File: src/rtl/lix_skid_buf.sv
// Two-entry skid buffer: registered o_rdy, head entry drives o_z, a skid entry
// absorbs the one word that can arrive while downstream stalls.
module lix_skid_buf #(
    parameter int W = 32
) (
    input  logic         clk_i,
    input  logic         rst_ni,
    input  logic         i_flush,
    input  logic         i_vld,
    input  logic [W-1:0] i_x,
    output logic         o_rdy,
    output logic         o_vld,
    input  logic         i_rdy,
    output logic [W-1:0] o_z,
    output logic [1:0]   o_occ
);

    typedef enum logic [1:0] {
        EMPTY = 2'd0,
        BUSY  = 2'd1,
        FULL  = 2'd2
    } state_t;

    state_t         state_reg, state_next;
    logic [W-1:0]   main_reg, main_next;
    logic [W-1:0]   skid_reg, skid_next;
    logic           rdy_reg, rdy_next;
    logic           accept;
    logic           xfer;

    assign accept = i_vld & rdy_reg;
    assign xfer   = (state_reg != EMPTY) & i_rdy;

    always_ff @(posedge clk_i or negedge rst_ni) begin
        if (!rst_ni) begin
            state_reg <= EMPTY;
            main_reg  <= '0;
            skid_reg  <= '0;
            rdy_reg   <= 1'b0;
        end else begin
            state_reg <= state_next;
            main_reg  <= main_next;
            skid_reg  <= skid_next;
            rdy_reg   <= rdy_next;
        end
    end

    always_comb begin
        state_next = state_reg;
        main_next  = main_reg;
        skid_next  = skid_reg;
        case (state_reg)
            EMPTY: begin
                if (accept) begin
                    main_next  = i_x;
                    state_next = BUSY;
                end
            end
            BUSY: begin
                if (accept && xfer) begin
                    main_next = i_x;
                end else if (accept) begin
                    skid_next  = i_x;
                    state_next = FULL;
                end else if (xfer) begin
                    state_next = EMPTY;
                end
            end
            FULL: begin
                if (xfer) begin
                    main_next  = skid_reg;
                    state_next = BUSY;
                end
            end
            default: state_next = EMPTY;
        endcase
        // Flush drops occupancy only; stored words are left in place.
        if (i_flush) begin
            state_next = EMPTY;
            main_next  = main_reg;
            skid_next  = skid_reg;
        end
        rdy_next = (state_next != FULL);
    end

    assign o_rdy = rdy_reg;
    assign o_vld = (state_reg != EMPTY);
    assign o_z   = main_reg;
    assign o_occ = (state_reg == FULL) ? 2'd2 :
                   (state_reg == BUSY) ? 2'd1 : 2'd0;

endmodule

File: config.mk
export PLATFORM = sky130hd
export DESIGN_NAME = lix_skid_buf
export DESIGN_NICKNAME = d
export VERILOG_FILES = /design/src/rtl/lix_skid_buf.sv
export SDC_FILE = /design/constraint.sdc
export NUM_CORES = 1
export LEC_CHECK = 0
export BUFFER_PORTS_ARGS = -buffer_cell sky130_fd_sc_hd__buf_2
export CORE_ASPECT_RATIO = 0.5
export CORE_MARGIN = 4
export CORE_UTILIZATION = 51
export DETAILED_ROUTE_END_ITERATION = 6
export GPL_ROUTABILITY_DRIVEN = 1
export GPL_TIMING_DRIVEN = 0
export HOLD_SLACK_MARGIN = 0.12
export PLACE_DENSITY = 0.88
export SLEW_MARGIN = 20
export SYNTH_ARGS = -nofsm -noshare
export SYNTH_HDL_FRONTEND = slang
export SYNTH_SLANG_ARGS = --single-unit
File: constraint.sdc
create_clock -name clk_i -period 2.58 [get_ports clk_i]
set_clock_uncertainty 0.15 [all_clocks]
set_input_delay 0.258 -clock clk_i [delete_from_list [all_inputs] [get_ports clk_i]]
set_output_delay 0.258 -clock clk_i [all_outputs]
set_load 0.005 [all_outputs]
### Word level (Yosys, flattened, before mapping)

Cells that the tools add are included.

| operators by class | value |
|---|---|
| equal/unequal tests | 6 |
| mux-type cells | 13 |
| bitwise operators | 4 |
| reduce and logical (&&, ||, !) cells | 6 |

Operator list:

| operator | number |
|---|---|
| 32-bit 2-to-1 mux | 3 |
| 32-bit case mux with 3 select lines | 1 |
| 2-bit 2-to-1 mux | 7 |
| 2-bit inequality test (second input constant) | 4 |
| 2-bit case mux with 3 select lines | 1 |
| 5-bit AND reduction | 1 |
| 4-bit AND reduction | 1 |
| 3-bit nonzero test | 1 |
| 1-bit bitwise AND | 2 |
| 2-bit by 1-bit equality test with 1-bit output (second input constant) | 1 |
| 2-bit equality test (second input constant) | 1 |
| 2-bit logical NOT | 1 |
| 1-bit inverter | 2 |
| 2-bit nonzero test | 1 |
| 1-bit logical AND | 1 |
| 1-bit 2-to-1 mux | 1 |

| word-level totals | value |
|---|---|
| register bits after elaboration | 67 |
| bits of input ports | 37 |
| output and inout bits | 36 |
| word-level logic and storage cells | 33 |

### Depth between registers and ports, before layout

| depth | value |
|---|---|
| word-level depth | 8 |
| depth in mapped cells | 6 |
| gate-level depth less buffers | 4 |

### Worst setup path before layout

No wires, ideal clock.

| timing path | value |
|---|---|
| path type | flip-flop to flip-flop |
| from | register state_reg[1] |
| to | register main_reg[10] (netlist: o_z[10]) |
| library setup time | 0.121 ns |
| arrival | 1.285 ns |
| required time | 2.309 ns |
| path slack | 1.025 ns |
| cell stages (with the launch flop) | 6 |
| path buffers | 2 |
| clock period less this slack | 1.555 ns |
| cell sequence | dfrtp_1 -> o41a_1 -> buf_2 -> buf_2 -> nand2_1 -> o21ai_1 |

| between the ends | value |
|---|---|
| longest elaborated chain between the ends | 5 |
| elaborated cells between the ends (all ways) | 12 |
| classes of those cells | eq/ne: 5; mux: 1; bitwise: 1; reduce/logical: 5 |

RTL lines:

| item | RTL line | RTL |
|---|---|---|
| from (decl) | 24 | `state_t state_reg, state_next;` |
| from (signal assigned) | 41 | `state_reg <= state_next;` |
| 2-bit nonzero test | 32 | `assign xfer = (state_reg != EMPTY) & i_rdy;` |
| 1-bit bitwise AND | 32 |  |
| 1-bit logical AND | 60 | `if (accept && xfer) begin` |
| 2-bit inequality test (no source line) | - |  |
| 5-bit AND reduction (no source line) | - |  |
| to (signal assigned) | 42 | `main_reg <= main_next;` |
| to (decl) | 25 | `logic [W-1:0] main_reg, main_next;` |

Parallel ways exist; a longest one is shown, timed or not.
A chain may end at the register's enable or synchronous reset.

### Final worst setup path

| timing path | value |
|---|---|
| from | input i_flush |
| to | register main_reg[9] (netlist: o_z[9]) |

| between the ends | value |
|---|---|
| longest elaborated chain between the ends | 2 |

RTL lines:

| item | RTL line | RTL |
|---|---|---|
| from (decl) | 8 | `input logic i_flush,` |
| 1-bit inverter (no source line) | - |  |
| 5-bit AND reduction (no source line) | - |  |

Every way passes these cells.

==> impl_metrics.csv <==
group,metric,value,unit
power_and_ir_drop,seqPwrFrac,0.438,
timing,tns,0,ps
worst_hold_path,hp-start,"i_rdy",
power_and_ir_drop,p_switching,0.857,mW
floorplanning,rows,19,
route,drtPass1Iterations,4,
route,wl_per_cell,17.7,µm
finish,instances_no_fill,421,
grt,antenna_found_initial,0,
floorplanning,coreArea,5610,µm²
floorplanning,initial_core_util,0.541,
clocking,clkSinkCount,67,
finish,final_nets,380,
synth,synth_seq_cells,67,
power_and_ir_drop,pwr-share-clk,0.365,
route,vias_per_cell,5.32,
clocking,cts_hold_buf,34,
setup_path,reg2reg_from,"state_reg[0]",
placement,io_buffer_count,72,
clocking,clockBufferDepth,2,
clocking,insertion_delay,320,ps
timing,tightest_slew,829,ps
timing,rsz0062_at_grt,"false",
synth,synthMuxAreaShare,0.265,
placement,hpwl,4440,µm
placement,routabilityCongestion,0.713,
timing,drv_slew,0,
timing,setup_violations,0,
synth,synthCells,226,
worst_hold_path,min_to,"o_rdy",
power_and_ir_drop,powerDensity,807,nW/µm²
timing,fin_crit,1900,ps
power_and_ir_drop,sw_frac_of_total,0.257,
floorplanning,dieArea,7320,µm²
grt,grtUsageTotal,0.217,
power_and_ir_drop,p_total,3.33,mW
synth,yosys.area_share.simple,0.0660,
floorplanning,die_y,62.5,µm
synth,syn_area,3030,µm²
outcome,status,"finished clean",
route,wl,7450,µm
timing,fmax,0.526,GHz
power_and_ir_drop,p_leak,2.05,nW
synth,avgSynthCellArea,13.4,µm²
grt,grt_pass1_wl,12300,µm
flow_run,cap_violations,0,
placement,place_inst,371,
finish,final_cell_mix,"74 x buf_2, 67 x dfrtp_1, 34 x nand2_1, 34 x dlygate4sd3_1, 33 x mux2i_1",
worst_hold_path,hold_class,"in -> reg",
setup_path,reg2reg_slack,780,ps
clocking,cts-root-buf,"clkbuf_16",
synth,synth_top_family_by_area,"multiplexers",
finish,post-route-util,0.736,
synth,synth_adder_area_share,0,
clocking,ctsResizeCount,0,
finish,mostFrequentLayoutCell,"buf_2",
route,ant_nets,0,
finish,antenna_cells,0,
placement,dp_slack,850,ps
synth,ys_types,22,
worst_hold_path,hold_depth,3,
synth,synth_compound_area_frac,0.0635,
synth,synth_fp_nets,263,
power_and_ir_drop,internal_power,2.48,mW
grt,grt_pass1_vias,2464,
clocking,cts_tree,"built",
grt,grt_max_degree,68,
setup_path,worstPathMaxFanout,10,
finish,nFillCells,346,
finish,drive_above_1_share,0.402,
setup_path,critical_path_class,"in -> reg",
grt,gr-total-overflow,0,
synth,synthXorXnorAreaFrac,0,
setup_path,r2r_end,"o_z[9]",
setup_path,start_kind,"input port",
synth,yosysSeqAreaShare,0.553,
clocking,cts.clk_slew.worst_paths,50,ps
timing,fin_ws,680,ps
clocking,htreeDepth,3,
route,first_iter_violations,135,
setup_path,required,2630,ps
route,route.detailed.drc,0,
synth,synth_warnings,0,
power_and_ir_drop,vdd_drop_max,451,µV
floorplanning,pin_count,73,
clocking,cts_buffers,9,
route,vias,2240,
power_and_ir_drop,p_comb_frac,0.197,
finish,area_growth,36.2,%
setup_path,endpoint_kind,"flip-flop",
setup_path,worstPathArrival,1950,ps
timing,fin_crit_sh,0.736,
floorplanning,die_w,117,µm
timing,relSlewSlack,0.447,
setup_path,reg2reg_depth,6,
timing,finalHoldViolCount,0,
clocking,post_cts_buffers,0,
cell type report:
class / count / area [µm²] / share of cell area
Multi-Input combinational cell: 144 / 1200 / 0.290
Clock inverter: 6 / 63.8 / 0.0154
Tap cell: 73 / 91.3 / 0.0221
Sequential cell: 67 / 1680 / 0.406
Buffer: 14 / 158 / 0.0382
Clock buffer: 10 / 239 / 0.0578
Inverter: 1 / 3.75 / 0.000909
Timing Repair Buffer: 106 / 703 / 0.170
worst max-delay path by stage:
stage / from / to / depth (start not counted)
final: i_flush / o_z[9] / 7
after global routing: i_flush / o_z[21] / 7
after CTS: i_flush / o_z[19] / 7
after detailed placement: state_reg[1] / o_z[18] / 5
after global placement: rst_ni / skid_reg[13] / 1
after floorplan: state_reg[1] / o_z[10] / 5
power by group through the flow:
stage,clock [mW],combinational (mW),sequential (mW)
2_1_floorplan,0,0.374,1.44
3_3_place_gp,0,0.574,1.44
3_5_place_dp,0,0.603,1.46
4_1_cts,1.23,0.652,1.45
5_1_grt,1.30,0.713,1.49
6_report,1.22,0.656,1.46
layer usage:
layer  vias up  share of wire  track usage
met5         -              0            0
li1       1015              -            -
met2        69           0.52        0.370
met3        18          0.044       0.0571
met4         0          0.022       0.0873
met1      1138           0.42        0.262
worst max-delay path, cell delays in order:
cell and delay [ps]:
dlygate4sd3_1 530, buf_2 140, o41a_1 410, buf_2 210
buf_2 220, nand2_1 110, o21ai_1 70
kinds of logic after synthesis:
logic type             count (synthesis)
DFF                                   67
muxes                                 65
buffers and inverters                 15
AOI/OAI and AO/OA                     36
and+or+nand+nor                       43
cells in the mapped netlist (all sizes together):
master | number | area share
mux2i | 33 | 0.11
or2 | 1 | 0.0021
nor2b | 2 | 0.0058
dfrtp | 67 | 0.55
o21ai | 33 | 0.054
o21a | 1 | 0.0025
o41a | 1 | 0.0037
nand4bb | 1 | 0.0037
buf | 14 | 0.052
mux2 | 32 | 0.16
nand2 | 35 | 0.046
nor2 | 2 | 0.0025
o22a | 1 | 0.0029
inv | 1 | 0.0012
and2b | 2 | 0.0062
per-stage QoR:
step | area [µm²] | hold WS (ps)
finish | 4130 | 218
global route | 4130 | 234
CTS | 4130 | 172
detailed placement | 3490 | 271
global placement | 3490 | 303
floorplan | 3030 | -188
(Power assumes the default switching activity.)
